## config.mk

```make
export PLATFORM = sky130hd
export DESIGN_NAME = serial_frame_sender
export DESIGN_NICKNAME = d
export VERILOG_FILES = /design/src/rtl/serial_frame_sender.sv
export SDC_FILE = /design/constraint.sdc
export NUM_CORES = 1
export LEC_CHECK = 0
export ABC_AREA = 0
export ABC_CLOCK_PERIOD_IN_PS = 2200
export CAP_MARGIN = 20
export CORE_MARGIN = 1.5
export CORE_UTILIZATION = 51
export DETAILED_ROUTE_END_ITERATION = 7
export GPL_TIMING_DRIVEN = 1
export PLACE_DENSITY = 0.78
export SLEW_MARGIN = 20
export SYNTH_ARGS = -nofsm -noshare
export SYNTH_HDL_FRONTEND = slang
export SYNTH_SLANG_ARGS = --single-unit
```

## constraint.sdc

```tcl
create_clock -name clk -period 2.2 [get_ports clk]
set_input_delay 0.22 -clock clk [delete_from_list [all_inputs] [get_ports clk]]
set_output_delay 0.22 -clock clk [all_outputs]
set_load 0.01 [all_outputs]
```

## src/rtl/serial_frame_sender.sv

```systemverilog
// serial_frame_sender: parallel-to-serial frame generator for the length-prefixed link.
// Frame on serOut: start bit (0), length field MSB first, payload MSB first, stop bit (1).
module serial_frame_sender #(
  parameter int LEN_W  = 3,
  parameter int DATA_W = 8
) (
  input  logic              clk,
  input  logic              rst,
  input  logic              load,
  input  logic [DATA_W-1:0] data_in,
  input  logic [LEN_W-1:0]  len_in,
  output logic              serOut,
  output logic              ready,
  output logic              frame_valid,
  output logic              done,
  output logic [LEN_W:0]    downcounter
);

  typedef enum logic [2:0] {
    IDLE,
    START,
    LEN,
    DATA,
    STOP
  } state_t;

  localparam logic [LEN_W:0]   CNT_ONE = (LEN_W+1)'(1);
  localparam logic [LEN_W-1:0] IDX_ONE = LEN_W'(1);
  localparam logic [LEN_W-1:0] IDX_TOP = LEN_W'(LEN_W - 1);

  state_t            state;
  state_t            stateNext;
  logic [DATA_W-1:0] dataReg;
  logic [LEN_W-1:0]  lenReg;
  logic [LEN_W-1:0]  idx;
  logic [LEN_W:0]    cnt;
  logic [LEN_W-1:0]  bitPos;

  // A count of 2**LEN_W wraps to index DATA_W-1 in LEN_W bits, so the
  // truncated subtraction addresses the whole payload without a wider index.
  assign bitPos      = cnt[LEN_W-1:0] - IDX_ONE;
  assign downcounter = cnt;

  // State register; reset drops any frame in flight straight back to idle.
  always_ff @(posedge clk or negedge rst) begin
    if (!rst) begin
      state <= IDLE;
    end else begin
      state <= stateNext;
    end
  end

  // Next-state and output decode; outputs depend only on registered state.
  always_comb begin
    stateNext   = state;
    serOut      = 1'b1;
    ready       = 1'b0;
    frame_valid = 1'b0;
    done        = 1'b0;
    case (state)
      IDLE: begin
        ready = 1'b1;
        if (load) begin
          stateNext = START;
        end
      end
      START: begin
        serOut    = 1'b0;
        stateNext = LEN;
      end
      LEN: begin
        serOut      = lenReg[idx];
        frame_valid = 1'b1;
        if (idx == '0) begin
          stateNext = DATA;
        end
      end
      DATA: begin
        serOut      = dataReg[bitPos];
        frame_valid = 1'b1;
        if (cnt == CNT_ONE) begin
          stateNext = STOP;
        end
      end
      STOP: begin
        done      = 1'b1;
        stateNext = IDLE;
      end
      default: begin
        stateNext = IDLE;
      end
    endcase
  end

  // Frame datapath: capture the request on acceptance, then walk the length
  // field index and the payload countdown; inputs are ignored once latched.
  always_ff @(posedge clk or negedge rst) begin
    if (!rst) begin
      dataReg <= '0;
      lenReg  <= '0;
      idx     <= '0;
      cnt     <= '0;
    end else begin
      case (state)
        IDLE: begin
          if (load) begin
            dataReg <= data_in;
            lenReg  <= len_in;
          end
          cnt <= '0;
        end
        START: begin
          idx <= IDX_TOP;
        end
        LEN: begin
          if (idx == '0) begin
            cnt <= {1'b0, lenReg} + CNT_ONE;
          end else begin
            idx <= idx - IDX_ONE;
          end
        end
        DATA: begin
          cnt <= cnt - CNT_ONE;
        end
        default: begin
        end
      endcase
    end
  end

endmodule
```

==> out/metrics.csv, run 1 <==
stage;metric;value;unit
synth;syn_inst;109;
die;start_util;0.5477;
place;place.port_buffers;21;
timing;max_slew_margin;0.7648;
pwr;peakVddDrop;0.0008356;V
cts;cts_buffer_depth;2;
synth;yosysWarningCount;0;
die;die_h;52.21;um
global_route;grt_overflow;0;
final_layout;drive_gt1_frac;0.2044;
global_route;grt_pass1_vias;962;
timing;setup_viol;0;
outcome;status;completed;
setup_path;cp.required;1980;ps
synth;synth_nets;128;
timing;period_share;0.9325;
timing;skew;3.718;ps
setup_path;critPathBufInv;3;
timing;fin_tns_setup;0;ps
route;avgViaCountPerCell;5.745;
final_layout;diodes;0;
setup_path;cp_slowest_cell;clkdlybuf4s50_1;
synth;synth.area.top_cells;dfrtp_1 43%, mux2_4 12%, ha_1 5.1%, mux4_2 3.6%, inv_1 2.7%;
cts;insertion_delay;300;ps
synth;yosysSeqAreaShare;0.4255;
route;remaining_drc_errors;0;
die;dieArea;2726;um2
die;rows;17;
synth;synth_area_leader_cell;dfrtp_1;
global_route;grt_max_degree;22;
timing;rsz0062_at_grt;false;
place;pre_cts_ws;211.4;ps
timing;slew_violations;0;
cts;cts.clk_slew.worst_paths;120;ps
final_layout;layout_common_cells;21 x dfrtp_1, 20 x clkdlybuf4s50_1, 10 x mux2_4, 9 x inv_1, 8 x buf_4;
route;vias;948;
setup_path;setup.worst_path.end_class;primary output;
route;ant_nets;0;
final_layout;layout_commonest_cell;dfrtp_1;
cts;cts_buffers;3;
final_layout;multi_input_area;651.9;um2
final_layout;fillCellCount;187;
timing;fin_ws;148.4;ps
place;gp_congestion;0.7801;
pwr;fin_total_pwr;2.344;mW
setup_path;cp_top_family;buffers and inverters;
final_layout;area_growth_syn_to_layout;24.82;%
setup_path;critPathLaunchType;register;
global_route;grt_pass1_wl;4243;um
route;routed_wl;2595;um
synth;synthesis.area;1235;um2
synth;synth-seq-cells;21;
timing;finalHoldViolCount;0;
timing;fmax;0.4874;GHz
pwr;powerDensity;1521;nW/um2
final_layout;final_cells;165;
final_layout;design_area;1541;um2
global_route;antenna_found_initial;0;
synth;avgSynthCellArea;11.33;um2
cts;root_buffer;clkbuf_4;
final_layout;fin_nets;157;
flow_run;maxCapViolations;0;
setup_path;max_stage_delay;530;ps
timing;period_needed;2052;ps
setup_path;crit_type;reg2out;
die;die_x;52.21;um
cts;cts_sinks;21;
pwr;p_leak;0.7033;nW
synth;synth_cell_type_count;36;
synth;synth.top_cell.area_share;0.4255;
final_layout;regArea;525.5;um2
timing;tightest_slew;352.0;ps
place;placed_area;1489;um2
global_route;grt_use_total;0.2135;
worst_hold_path;hold_class;in2async;
setup_path;worst-path-max-fanout;10;
die;io_pins;22;
place;dp_hpwl;1861;um
setup_path;arrival;1830;ps
route;drt_iter0_drc;15;
route;wl_per_cell;15.73;um
place;dp.cells;159;
die;core_region_area;2255;um2
cts;htreeDepth;1;
cts;cts_tree;yes;
route;drt_first_pass_iters;4;
setup_path;crit_path_cell_trace;buf_4, inv_1, and3_1, clkdlybuf4s50_1;
## routing by layer
layer  vias to the layer above  share of wire  GRT usage  wire length, um
li1                        449              -          -                -
met1                       468           0.44     0.2673             1153
met2                        27           0.50     0.3903             1305
met3                         4          0.044    0.02857              114
met4                         0         0.0077    0.04701               20
met5                         -              0          0                0
## stage by stage
| step | utilization | hold WS [ps] |
|---|---|---|
| floorplan | - | -75.59 |
| CTS | 0.6748 | 242.7 |
| detailed placement | 0.6604 | 497.5 |
| finish | 0.6837 | 237.2 |
| global route | 0.6837 | 280.2 |
| global placement | 0.6604 | 491.7 |
## kinds of logic (layout without fill, tap and decap cells)
kind of cell             after synthesis  in the layout  share of synthesized area
flip-flops                            21             21                     0.4255
buffers and inverters                 14             42                    0.05673
adder cells (fa/ha/maj)                5              5                    0.05066
XOR/XNOR                               2              2                    0.01419
AND/OR/NAND/NOR                       25             25                     0.1195
multiplexers                          16             16                     0.1915
AO/OA/AOI/OAI                         26             26                     0.1418
## layout make-up
cell class | instances | area share
multi-input cells | 74 | 0.4229
flip-flops and latches | 21 | 0.3409
repair buffers | 29 | 0.1745
well taps | 28 | 0.02273
inverters | 9 | 0.02192
clock buffers | 4 | 0.01705
## power breakdown
group	internal (mW)	total, mW	switching [mW]	leakage [nW]
registers	0.574	0.771	0.197	0.255
clock network	0.0707	0.190	0.119	0.0150
logic	0.785	1.38	0.598	0.434
## worst register-to-register path, delay by kind of cell (launching register included)
family	cells	cell delay, ps
DFF	1	470
adders and majority gates	2	460
and+or+nand+nor	1	430
AOI/OAI and AO/OA	2	310
buffers and inverters	1	70
## path summary, 6_finish.rpt
| path | startpoint | end | slack (ps) | depth (start not counted) |
|---|---|---|---|---|
| max | state[1] | done | 150 | 4 |
| min | rst | state[1] | 240 | 2 |
| max reg2reg | idx[0] | idx[0] | 410 | 6 |
| min in group clk | data_in[3] | dataReg[3] | 520 | 2 |
| min reg2reg | dataReg[5] | dataReg[5] | 520 | 1 |
| max in group asynchronous | rst | lenReg[2] | 1750 | 2 |
## state kept, by name, summed over array words and instances, names as in the netlist
signal and flops:
state 3, dataReg 8, downcounter 4, idx 3
lenReg 3
## cells in the mapped netlist (all sizes together)
| cell type | number |
|---|---|
| dfrtp | 21 |
| mux2 | 11 |
| inv | 9 |
| o21ai | 7 |
| ha | 5 |
| buf | 4 |
| nand2 | 4 |
| nor2 | 4 |
| nor2b | 4 |
| o22ai | 4 |
| a31oi | 3 |
| and3 | 3 |
| mux2i | 3 |
| o21bai | 3 |
| a21oi | 2 |
| a22o | 2 |
| mux4 | 2 |
| nand3 | 2 |
| nor3 | 2 |
| nor3b | 2 |
| or3 | 2 |
| a211o | 1 |
| a221oi | 1 |
| a22oi | 1 |
| clkbuf | 1 |
| nand2b | 1 |
| nand3b | 1 |
| o22a | 1 |
| o31ai | 1 |
| xnor2 | 1 |
| xor2 | 1 |
## repair_timing
action | in CTS | in global routing
endpoints found under the hold margin | 0 | 0
endpoints found under the setup margin | 1 | 1
buffers inserted | 1 | 1
resized for setup | 1 | 1
hold buffers | 0 | 0
gates cloned | 0 | 0
(Power assumes the default switching activity.)
==> inputs of run 2 (changes only) <==
==> constraint.sdc (replaced) <==
create_clock -name clk -period 2.2 [get_ports clk]
set_input_delay 0.22 -clock clk [delete_from_list [all_inputs] [get_ports clk]]
set_output_delay 0.22 -clock clk [all_outputs]
set_load 0.1 [all_outputs]
==> run 2 against run 1 <==
  * Cell count shrank 3.0%
  * Count of clock-buffer cells in the layout fell by 1
  * Global-route usage shrank 0.13 points
  * Flip-flop and latch count is the same
  * Die area did not move
  * First-iteration DRC count is 20% lower
  * Critical path type unchanged
  * Highest routed layer unchanged
==> out/metrics.csv, run 2 (synthesized netlist as in run 1, its figures left out) <==
stage;metric;value;unit;change
outcome;status;completed;;unchanged
timing;period_needed;2085;ps;was 2052 ps
global_route;grt_overflow;0;;unchanged
setup_path;max_stage_delay;400;ps;was 530 ps
place;pre_cts_ws;396.3;ps;was 211.4 ps
flow_run;maxCapViolations;0;;unchanged
final_layout;fillCellCount;181;;was 187
global_route;grt_pass1_vias;884;;was 962
cts;insertion_delay;310;ps;was 300 ps
timing;slew_violations;0;;unchanged
die;start_util;0.5477;;unchanged
final_layout;layout_common_cells;21 x dfrtp_1, 13 x clkdlybuf4s50_1, 10 x mux2_4, 9 x inv_1, 8 x buf_4;;was 21 x dfrtp_1, 20 x clkdlybuf4s50_1, 10 x mux2_4, 9 x inv_1, 8 x buf_4
setup_path;arrival;1860;ps;was 1830 ps
final_layout;largest_register_ff_count;8;;unchanged
route;wl_per_cell;15.46;um;was 15.73 um
route;remaining_drc_errors;0;;unchanged
setup_path;reg2regPathDepth;6;;unchanged
place;place.port_buffers;21;;unchanged
timing;fmax;0.4796;GHz;was 0.4874 GHz
timing;rsz0062_at_grt;false;;unchanged
cts;htreeDepth;1;;unchanged
final_layout;area_growth_syn_to_layout;24.42;%;was 24.82%
cts;cts_hold_buf;0;;unchanged
die;dieArea;2726;um2;unchanged
setup_path;cp_slowest_cell;dfrtp_1;;was clkdlybuf4s50_1
place;dp_hpwl;1765;um;was 1861 um
route;avgViaCountPerCell;5.619;;was 5.745
route;routed_wl;2474;um;was 2595 um
cts;cts_buffer_depth;2;;unchanged
cts;root_buffer;clkbuf_4;;unchanged
timing;period_share;0.9477;;was 0.9325
worst_hold_path;hold_class;in2async;;unchanged
die;die_x;52.21;um;unchanged
final_layout;drive_gt1_frac;0.2652;;was 0.2044
timing;setup_viol;0;;unchanged
timing;tightest_slew;535.3;ps;was 352.0 ps
place;gp_congestion;0.7880;;was 0.7801
die;core_region_area;2255;um2;unchanged
cts;cts_sinks;21;;unchanged
route;drt_iter0_drc;12;;was 15
global_route;grt_max_degree;22;;unchanged
setup_path;worst-path-max-fanout;3;;was 10
route;ant_nets;0;;unchanged
route;drt_first_pass_iters;4;;unchanged
route;vias;899;;was 948
setup_path;crit_path_cell_trace;inv_1, ha_4, mux4_2, mux2i_2, o21ai_2, buf_12;;was buf_4, inv_1, and3_1, clkdlybuf4s50_1
die;die_h;52.21;um;unchanged
timing;max_slew_margin;0.6431;;was 0.7648
final_layout;diodes;0;;unchanged
global_route;antenna_found_initial;0;;unchanged
die;rows;17;;unchanged
cts;cts_buffers;3;;unchanged
final_layout;fin_nets;152;;was 157
setup_path;setup.worst_path.end_class;primary output;;unchanged
die;io_pins;22;;unchanged
final_layout;layout_commonest_cell;dfrtp_1;;unchanged
final_layout;top_register;dataReg;;unchanged
global_route;grt_pass1_wl;4202;um;was 4243 um
global_route;grt_use_total;0.2122;;was 0.2135
cts;cts_tree;yes;;unchanged
cts;cts.clk_slew.worst_paths;120;ps;about the same
timing;skew;4.993;ps;was 3.718 ps
setup_path;crit_type;reg2out;;unchanged
timing;fin_ws;115.1;ps;was 148.4 ps
setup_path;critPathLaunchType;register;;unchanged
timing;finalHoldViolCount;0;;unchanged
setup_path;cp.required;1980;ps;about the same
## run 2: critical path, delay by kind of cell, from the launching register on
kind / cells / cell delay (ps)
flops: 1 / 400
fa+ha+maj: 1 / 290
mux: 2 / 500
compound gates: 1 / 90
buf+inv: 2 / 270
## run 2: metal layers
layer,up-vias,part of all wire,global-route usage
li1,440,-,-
met1,424,0.45,0.3083
met2,28,0.48,0.3059
met3,7,0.050,0.04000
met4,0,0.020,0.09402
met5,-,0,0
## run 2: path summary, 6_finish.rpt
check / start / slack, ps / endpoint
max reg2reg: idx[0] / 400 / idx[2]
min: rst / 230 / downcounter[2]
min in group clk: len_in[2] / 510 / lenReg[2]
max: downcounter[1] / 120 / serOut
max in group asynchronous: rst / 1750 / idx[1]
min reg2reg: idx[2] / 520 / idx[2]
## run 2: metrics by stage
step                utilization  setup TNS [ps]  hold WS (ps)  instance area [um2]  instances
floorplan                     -          -663.5        -75.59                 1244        109
global placement         0.6587               0         487.2                 1485        155
detailed placement       0.6587               0         493.2                 1485        155
CTS                      0.6709               0         239.2                 1513        159
global route             0.6815               0         267.6                 1536        160
finish                   0.6815               0         233.0                 1536        160
## run 2: timing repair
item                                   4_1_cts  5_1_grt
buffers inserted                             0        1
endpoints found under the hold margin        0        0
resized for setup                            0        2
setup endpoints to repair                    0        1
## run 2: cell type report
type	instances	area, um2	area share
Clock buffer	3	22.52	0.01466
Tap cell	28	35.03	0.02280
Inverter	9	33.78	0.02199
Multi-Input combinational cell	74	664.4	0.4324
Sequential cell	21	525.5	0.3420
Clock inverter	1	5.005	0.003257
Timing Repair Buffer	24	250.2	0.1629
Power of run 2 is not shown: default switching activity piles up to over one toggle a cycle in this logic, so the estimate is an artifact.
==> inputs of run 3 (changes only) <==
- CORE_UTILIZATION: 51 -> 35
- PLACE_DENSITY: 0.78 -> not set
==> run 3 against run 2 <==
  * Cell area is 0.81% higher
  * Cell count is 11% higher
  * Worst setup slack better by 21 ps
  * Register-to-register slack hardly changed
  * Clock skew is 6.2 ps higher
  * Critical path depth stayed put
  * Flip-flop and latch count stayed put
  * First-iteration DRC count grew to 4.4 times the previous value
  * Via count is 1.9% higher
  * Die area is 43% higher
  * Hold slack worse by 0.66 ps
  * Sequential share of layout area is 0.20 points lower
  * Critical endpoint unchanged
==> out/metrics.csv, run 3 (synthesized netlist as in run 1, its figures left out) <==
stage;metric;value;unit;change
route;drt_first_pass_iters;4;;unchanged
final_layout;drive_gt1_frac;0.2595;;was 0.2652
setup_path;cp_top_family;multiplexers;;unchanged
final_layout;layout_commonest_cell;dfrtp_1;;unchanged
place;place.port_buffers;21;;unchanged
setup_path;cp_slowest_cell;dfrtp_1;;unchanged
setup_path;crit_path_cell_trace;inv_1, ha_4, mux4_2, mux2i_1, o21ai_2, buf_12;;was inv_1, ha_4, mux4_2, mux2i_2, o21ai_2, buf_12
timing;fmax;0.4845;GHz;was 0.4796 GHz
setup_path;cp.depth;6;;unchanged
final_layout;largest_register_ff_count;8;;unchanged
global_route;grt_overflow;0;;unchanged
setup_path;critPathBufInv;2;;unchanged
timing;max_slew_margin;0.6223;;was 0.6431
final_layout;fin_nets;151;;was 152
timing;tightest_slew;566.6;ps;was 535.3 ps
timing;fin_ws;136.1;ps;was 115.1 ps
die;dieArea;3894;um2;was 2726 um2
global_route;grt_pass1_wl;4567;um;was 4202 um
cts;insertion_delay;320;ps;was 310 ps
setup_path;arrival;1840;ps;was 1860 ps
die;rows;21;;was 17
outcome;status;completed;;unchanged
cts;cts_tree;yes;;unchanged
cts;cts_sinks;21;;unchanged
setup_path;cp.required;1980;ps;about the same
global_route;grt_pass1_vias;919;;was 884
final_layout;top_register;dataReg;;unchanged
die;die_x;62.40;um;was 52.21 um
timing;setup_viol;0;;unchanged
die;die_h;62.40;um;was 52.21 um
setup_path;worst-path-max-fanout;4;;was 3
final_layout;area_growth_syn_to_layout;25.43;%;was 24.42%
cts;root_buffer;clkbuf_4;;unchanged
global_route;grt_use_total;0.1523;;was 0.2122
timing;period_needed;2064;ps;was 2085 ps
cts;cts_buffers;3;;unchanged
timing;skew;11.24;ps;was 4.993 ps
cts;cts.clk_slew.worst_paths;130;ps;was 120 ps
route;drt_iter0_drc;53;;was 12
flow_run;maxCapViolations;0;;unchanged
setup_path;setup.worst_path.end_class;primary output;;unchanged
place;gp_congestion;0.8067;;was 0.7880
timing;period_share;0.9381;;was 0.9477
place;placed_area;1500;um2;was 1485 um2
route;wl_per_cell;14.97;um;was 15.46 um
setup_path;reg2regPathDepth;6;;unchanged
route;remaining_drc_errors;0;;unchanged
final_layout;layout_common_cells;20 x dfrtp_1, 13 x clkdlybuf4s50_1, 10 x mux2_4, 9 x inv_1, 7 x buf_4;;was 21 x dfrtp_1, 13 x clkdlybuf4s50_1, 10 x mux2_4, 9 x inv_1, 8 x buf_4
timing;fin_tns_setup;0;ps;unchanged
setup_path;max_stage_delay;410;ps;was 400 ps
worst_hold_path;hold_class;in2async;;unchanged
place;dp_hpwl;1979;um;was 1765 um
final_layout;design_area;1549;um2;was 1536 um2
timing;finalHoldViolCount;0;;unchanged
place;pre_cts_ws;248.5;ps;was 396.3 ps
cts;htreeDepth;1;;unchanged
global_route;grt_max_degree;22;;unchanged
final_layout;diodes;0;;unchanged
die;start_util;0.3672;;was 0.5477
die;io_pins;22;;unchanged
route;avgViaCountPerCell;5.175;;was 5.619
cts;cts_buffer_depth;2;;unchanged
setup_path;rrSetupSlack;400;ps;about the same
setup_path;critPathLaunchType;register;;unchanged
timing;rsz0062_at_grt;false;;unchanged
timing;slew_violations;0;;unchanged
setup_path;crit_type;reg2out;;unchanged
die;core_region_area;3363;um2;was 2255 um2
global_route;antenna_found_initial;0;;unchanged
route;routed_wl;2649;um;was 2474 um
route;vias;916;;was 899
route;ant_nets;0;;unchanged
[run 3: per-stage QoR]
step	hold WS, ps	utilization	std cells
after floorplan	-75.59	-	109
after global placement	488.1	0.4461	172
after detailed placement	498.2	0.4461	172
after CTS	231.7	0.4568	177
after global routing	246.2	0.4606	177
final	232.4	0.4606	177
[run 3: what timing repair did]
action                     CTS  global route
hold buffers                 0             0
setup endpoints to repair    1             1
gates resized for setup      1             1
setup buffers                1             0
[run 3: worst paths after layout]
path	startpoint	to
max in group asynchronous	rst	downcounter[0]
min in group clk	data_in[3]	dataReg[3]
max reg2reg	idx[1]	idx[1]
min	rst	dataReg[4]
min reg2reg	dataReg[5]	dataReg[5]
max	downcounter[1]	serOut
[run 3: area by class of cell]
cell class	instances	area [um2]
inverter	9	33.78
sequential	21	526.8
clock buffer	3	22.52
clock inverter	1	5.005
fill	352	1814
tap	46	57.56
timing repair buffer	23	242.7
multi-input combinational	74	660.6
[run 3: per-layer routing]
| metal | vias to the layer above | track usage | routed length, um |
|---|---|---|---|
| met4 | 0 | 0.1028 | 141 |
| li1 | 436 | - | - |
| met5 | - | 0 | 0 |
| met2 | 29 | 0.2419 | 1263 |
| met1 | 440 | 0.1903 | 1135 |
| met3 | 11 | 0.02523 | 109 |
Power of run 3 is left out for the same reason.
